$ cat src/rtl/stream_arb_ctrl_pkg.sv
// rtl/stream_arb_ctrl_pkg.sv - shared types and constants for the stream arbiter
//
// Purpose: FSM state encoding, default sizing constants and the modulo helper
//          used by the round-robin selector.
// Ports:   none (package).

package stream_arb_ctrl_pkg;

    typedef enum logic [1:0] {
        ST_IDLE = 2'b00,
        ST_CLR  = 2'b01,
        ST_XFER = 2'b10,
        ST_DONE = 2'b11
    } arb_state_t;

    localparam int DEF_NREQ      = 4;
    localparam int DEF_FRAME_LEN = 8;

    // Index of the requester 'off' positions after 'base', wrapping at n.
    function automatic int rr_wrap(input int base, input int off, input int n);
        return (base + off) % n;
    endfunction

endpackage

$ cat src/rtl/stream_arb_ctrl_rr_pick.sv
// rtl/stream_arb_ctrl_rr_pick.sv - combinational round-robin requester selector
//
// Purpose: picks the first set request searching last+1, last+2, ... modulo NREQ.
// Ports:   req     - per-requester request level
//          last    - index of the most recently served requester
//          gnt     - one-hot selection (all zero when nothing requests)
//          idx     - binary index of the selection
//          any_req - at least one request is set

module rr_pick
    import stream_arb_ctrl_pkg::*;
#(
    parameter int NREQ = DEF_NREQ,
    parameter int ID_W = $clog2(NREQ)
) (
    input  logic [NREQ-1:0] req,
    input  logic [ID_W-1:0] last,
    output logic [NREQ-1:0] gnt,
    output logic [ID_W-1:0] idx,
    output logic            any_req
);

    always_comb begin
        gnt     = '0;
        idx     = '0;
        any_req = |req;
        // Walk from the farthest offset (last itself) towards the nearest,
        // so the requester closest after 'last' overwrites any earlier hit.
        for (int off = NREQ; off >= 1; off--) begin
            if (req[rr_wrap(int'(last), off, NREQ)]) begin
                gnt = '0;
                gnt[rr_wrap(int'(last), off, NREQ)] = 1'b1;
                idx = ID_W'(rr_wrap(int'(last), off, NREQ));
            end
        end
    end

endmodule

$ cat src/rtl/stream_arb_ctrl.sv
// rtl/stream_arb_ctrl.sv - round-robin sequencer sharing one serial detector
//
// Purpose: grants one requester per frame, clears the shared detector, streams
//          FRAME_LEN bits from the granted requester into it and returns the
//          detector output together with the requester index.
// Ports:   clk, rst          - clock, asynchronous active-low reset
//          req, bit_in       - per-requester request level and serial data
//          det_q             - shared detector Moore output
//          det_din/en/clr    - detector data, advance enable, synchronous clear
//          gnt, busy         - one-hot grant (CLR..DONE), not-idle flag
//          done, result, result_id - one-cycle result strobe with payload

module stream_arb_ctrl
    import stream_arb_ctrl_pkg::*;
#(
    parameter int NREQ      = DEF_NREQ,
    parameter int ID_W      = $clog2(NREQ),
    parameter int FRAME_LEN = DEF_FRAME_LEN,
    parameter int CNT_W     = $clog2(FRAME_LEN)
) (
    input  logic            clk,
    input  logic            rst,
    input  logic [NREQ-1:0] req,
    input  logic [NREQ-1:0] bit_in,
    input  logic            det_q,
    output logic            det_din,
    output logic            det_en,
    output logic            det_clr,
    output logic [NREQ-1:0] gnt,
    output logic            busy,
    output logic            done,
    output logic            result,
    output logic [ID_W-1:0] result_id
);

    localparam logic [CNT_W-1:0] CNT_LAST = CNT_W'(FRAME_LEN - 1);
    localparam logic [ID_W-1:0]  LAST_RST = ID_W'(NREQ - 1);

    arb_state_t      state_q, state_d;
    logic [NREQ-1:0] gnt_q, gnt_d;
    logic [ID_W-1:0] idx_q, idx_d;
    logic [ID_W-1:0] last_q, last_d;
    logic [CNT_W-1:0] cnt_q, cnt_d;
    logic            busy_q, busy_d;
    logic            done_q, done_d;
    logic            result_q, result_d;
    logic [ID_W-1:0] result_id_q, result_id_d;

    logic [NREQ-1:0] pick_gnt;
    logic [ID_W-1:0] pick_idx;
    logic            pick_any;

    rr_pick #(
        .NREQ (NREQ),
        .ID_W (ID_W)
    ) u_rr_pick (
        .req     (req),
        .last    (last_q),
        .gnt     (pick_gnt),
        .idx     (pick_idx),
        .any_req (pick_any)
    );

    always_comb begin
        state_d     = state_q;
        gnt_d       = gnt_q;
        idx_d       = idx_q;
        last_d      = last_q;
        cnt_d       = cnt_q;
        result_d    = result_q;
        result_id_d = result_id_q;
        done_d      = 1'b0;

        unique case (state_q)
            ST_IDLE: begin
                // req is only looked at here; later changes cannot abort a frame.
                if (pick_any) begin
                    gnt_d   = pick_gnt;
                    idx_d   = pick_idx;
                    state_d = ST_CLR;
                end
            end
            ST_CLR: begin
                cnt_d   = '0;
                state_d = ST_XFER;
            end
            ST_XFER: begin
                // Hold on the last bit instead of wrapping; CLR reloads it.
                if (cnt_q == CNT_LAST) begin
                    state_d = ST_DONE;
                end else begin
                    cnt_d = cnt_q + 1'b1;
                end
            end
            ST_DONE: begin
                // The detector advanced on the final XFER edge, so det_q now
                // reflects all FRAME_LEN bits.
                result_d    = det_q;
                result_id_d = idx_q;
                done_d      = 1'b1;
                last_d      = idx_q;
                gnt_d       = '0;
                state_d     = ST_IDLE;
            end
            default: state_d = ST_IDLE;
        endcase

        busy_d = (state_d != ST_IDLE);
    end

    always_ff @(posedge clk or negedge rst) begin
        if (!rst) begin
            state_q     <= ST_IDLE;
            gnt_q       <= '0;
            idx_q       <= '0;
            last_q      <= LAST_RST;
            cnt_q       <= '0;
            busy_q      <= 1'b0;
            done_q      <= 1'b0;
            result_q    <= 1'b0;
            result_id_q <= '0;
        end else begin
            state_q     <= state_d;
            gnt_q       <= gnt_d;
            idx_q       <= idx_d;
            last_q      <= last_d;
            cnt_q       <= cnt_d;
            busy_q      <= busy_d;
            done_q      <= done_d;
            result_q    <= result_d;
            result_id_q <= result_id_d;
        end
    end

    // Detector controls decode straight from registered state so they are
    // mutually exclusive by construction.
    assign det_clr   = (state_q == ST_CLR);
    assign det_en    = (state_q == ST_XFER);
    assign det_din   = det_en & bit_in[idx_q];

    assign gnt       = gnt_q;
    assign busy      = busy_q;
    assign done      = done_q;
    assign result    = result_q;
    assign result_id = result_id_q;

endmodule

$ cat config.mk
export PLATFORM = sky130hd
export DESIGN_NAME = stream_arb_ctrl
export DESIGN_NICKNAME = d
export VERILOG_FILES = /design/src/rtl/stream_arb_ctrl_pkg.sv /design/src/rtl/stream_arb_ctrl_rr_pick.sv /design/src/rtl/stream_arb_ctrl.sv
export SDC_FILE = /design/constraint.sdc
export NUM_CORES = 1
export LEC_CHECK = 0
export ABC_AREA = 0
export CAP_MARGIN = 0
export CELL_PAD_IN_SITES_DETAIL_PLACEMENT = 1
export CELL_PAD_IN_SITES_GLOBAL_PLACEMENT = 1
export CORE_MARGIN = 1
export CORE_UTILIZATION = 40
export CTS_BUF_LIST = sky130_fd_sc_hd__clkbuf_8 sky130_fd_sc_hd__clkbuf_16
export CTS_CLUSTER_DIAMETER = 30
export DETAILED_ROUTE_END_ITERATION = 16
export GPL_ROUTABILITY_DRIVEN = 0
export PLACE_DENSITY = 0.78
export SLEW_MARGIN = 30
export SYNTH_ARGS = -nofsm -noshare
export SYNTH_HDL_FRONTEND = slang
export SYNTH_SLANG_ARGS = --single-unit
export TNS_END_PERCENT = 1
$ cat constraint.sdc
create_clock -name clk -period 3.46 [get_ports clk]
set_input_delay 0.865 -clock clk [delete_from_list [all_inputs] [get_ports clk]]
set_output_delay 0.865 -clock clk [all_outputs]
set_load 0.03 [all_outputs]
==> summary.txt <==
Floorplan
  – Die height: between 50 and 60 µm
  – Core Region: around 0.0029 mm²
  – Starting density of the core: 0.438
  – Die W: 57.9 µm
  – Io pins: 23
  – Die Footprint: 0.00335 mm²
  – FP Rows: 19

Setup path
  – Crit start category: primary input
  – Crit-path slowest cell: clkdlybuf4s50_1
  – CP top delay family: buffers and inverters
  – CP required: around 2.6 ns
  – Max incr delay on CP: 0.58 ns
  – CP Buf/Inv Count: 2
  – Crit Path Max Fanout: 1
  – Arrival time worst endpoint: approximately 2.5 ns
  – Critical path's most frequent cell: clkdlybuf4s50_1
  – Crit end category: output port
  – Crit-path cells: clkdlybuf4s50_1, mux4_2, and2_1, clkdlybuf4s50_1
  – CP Class: primary input to output port

Clock network
  – Htree depth: 1
  – Clock Latency Late Sink: 0.25 ns
  – TritonCTS clock tree: done
  – Post-CTS Setup Inserts: 0
  – Cts repair resizes: 0
  – Clk root buf: clkbuf_8
  – CTS max path bufs: 2
  – Number of CTS-inserted buffers: 3
  – CTS Hold Bufs: 0
  – Reg clk slew, reported paths: ~0.060 ns
  – Clk sink count: 18

Yosys
  – Synthesized-area fraction occupied by adder cells: 0.130
  – Synth Area in Compound Gates: 0.212
  – Top cell type's share of synthesized area: 0.321
  – Largest family of logic cells by synthesized area: compound AO/OA/AOI/OAI gates
  – Syn_nets: approximately 140
  – Synth top area cells: dfrtp_1, ha_1, mux4_2, o21ai_0, dfstp_2
  – Mux contribution to synthesized area: 0.142
  – Netlist cell types: 34
  – Mapped Cells: 112
  – Synth warnings: 0
  – Ys async rst share: 1.00
  – Cell Area, Synth: 0.00125 mm²
  – XOR/XNOR share of the synthesized area: 0.00701
  – Top_reg_cell synth: dfrtp_1
  – Post-synthesis sequential area ratio: 0.363
  – EDFF count, synth: 0
  – Avg Cell Area, Syn: around 11 µm²
  – Synth Register Bits: 18
  – Synth Area in Simple Gates: 0.0952
  – Synth area leader: dfrtp_1

Finish
  – Register Area: about 450 µm²
  – Design area: 0.00151 mm²
  – Most frequent cells in the layout: clkdlybuf4s50_1, dfrtp_1, ha_1, o21ai_0
  – Layout area overhead: 20.8%
  – NumNets Final: about 160
  – Antenna Cells: 0
  – Multi-input combinational cell area: roughly 730 µm²
  – Commonest non-fill, non-tap cell in the layout: clkdlybuf4s50_1
  – Filler instances: roughly 330
  – Ratio of cells with drive above 1 in the final layout: 0.137

Pwr
  – Overall power: about 1500 µW
  – Clock power frac: 0.096
  – Sw power: about 650 µW
  – Pwr Density: between 900 and 1000 mW/mm²
  – Sequential share of power: 0.275
  – Logic gate share of total power: 0.630
  – Pint: between 800 and 900 µW
  – Leakage: ~0.00065 µW
  – Switching fraction of total power: 0.440
  – VDD IR-drop max: 0.000491 V

Status
  – Violated checks: DRC
  – Status: finished, violations left

Route
  – Average wire per standard cell: ~17 µm
  – Vias per cell: 5.91
  – Drt first-iter violations: 50
  – DRT antenna net count: 0
  – Pre-antenna DRT Iters: 10
  – Drc violations: 1
  – DR vias: about 960
  – Final wirelength: approximately 2800 µm

Global routing
  – Vias in the first global route: between 1k and 1.5k
  – Pin count of the biggest net entering global routing: 19
  – First-pass GRT wire length: between 4000 and 5000 µm
  – Overall global routing resource usage: 0.192
  – Number of antenna violations at the first check in global routing: 0
  – GRT Residual Overflow: 0

Timing
  – Slew Viols, Final: 0
  – Final setup vio count: 0
  – Final Hold Viols: 0
  – Least-Margin Pin Slew: around 0.79 ns
  – Fmax: 300 MHz
  – Final period util: 0.965
  – Skew final: roughly 0.0012 ns
  – Max_slew headroom: 0.469
  – RSZ-0062 raised after global routing: false
  – Post-route minimum period: between 3 and 4 ns
  – Fin Setup TNS: 0 ns

Place
  – Detailed placement HPWL: 2270 µm
  – PortBufs: 22
  – DP Area: ~0.0015 mm²

Worst hold path
  – HP Class: register to register

Job
  – Max Cap Violations: 0
-- power groups by stage --
stage          Clock [µW]  Sequential [µW]  Combinational, µW
3_3_place_gp            0              402                886
3_5_place_dp            0              408                936
4_1_cts               146              406                940
6_report              141              404                927
5_1_grt               153              418               1020
2_1_floorplan           0              460                606
-- final cells by class --
type,count,share of cell area
multi-input cells,82,0.486
well taps,31,0.0257
inverters,6,0.0149
clock buffers,3,0.0274
repair buffers,22,0.146
flip-flops and latches,18,0.300
-- kinds of logic (layout without fill, tap and decap cells) --
| kind of cell | Yosys count | in the layout |
|---|---|---|
| flip-flops | 18 | 18 |
| AO/OA/AOI/OAI | 37 | 37 |
| adder cells (fa/ha/maj) | 13 | 13 |
| buffers and inverters | 12 | 31 |
| multiplexers | 11 | 11 |
| XOR/XNOR | 1 | 1 |
| AND/OR/NAND/NOR | 20 | 20 |
-- state kept, by name, indices dropped and copies added, names as in the netlist --
name and cells:
busy 1, cnt_q 3, done 1, gnt 4, idx_q 2, last_q 2
result 1, result_id 2, state_q 2
-- Yosys cell counts (all sizes together), types with 4 or more instances --
cell and number:
a21o 4, ha 13, o2bb2ai 4, nor2 6, buf 4, o21ai 12, mux2 4, a221oi 4
mux4 5, dfrtp 16, inv 6, nand2 5
-- final timing paths --
check	start	endpoint	slack (ns)	cells after the start
max in group asynchronous	rst	idx_q[1]$_DFFE_PN0P_	1.89	1
hold reg to reg	gnt[0]$_DFFE_PN0P_	gnt[0]$_DFFE_PN0P_	0.49	1
setup reg to reg	last_q[0]$_DFFE_PN1P_	gnt[0]$_DFFE_PN0P_	0.78	6
min in group asynchronous	rst	done$_DFF_PN0_	1.07	1
setup / recovery	bit_in[2]	det_din	0.12	4
hold / removal	gnt[0]$_DFFE_PN0P_	gnt[0]$_DFFE_PN0P_	0.49	1
-- layer usage --
metal  vias to the layer above  part of all wire  track usage
met3                         6             0.034       0.0402
met5                         -                 0            0
met4                         0             0.013       0.0612
li1                        454                 -            -
met1                       478              0.41        0.224
met2                        20              0.54        0.351
-- stage by stage --
step / hold WS, ns / setup slack [ns] / util / std cells
final: 0.486 / 0.121 / 0.529 / 162
after global placement: 0.471 / 0.120 / 0.514 / 159
after detailed placement: 0.473 / 0.111 / 0.514 / 159
after global routing: 0.501 / 0.0878 / 0.529 / 162
after CTS: 0.492 / 0.109 / 0.529 / 162
after floorplan: 0.478 / 0.992 / - / 112
(Power assumes the default switching activity.)
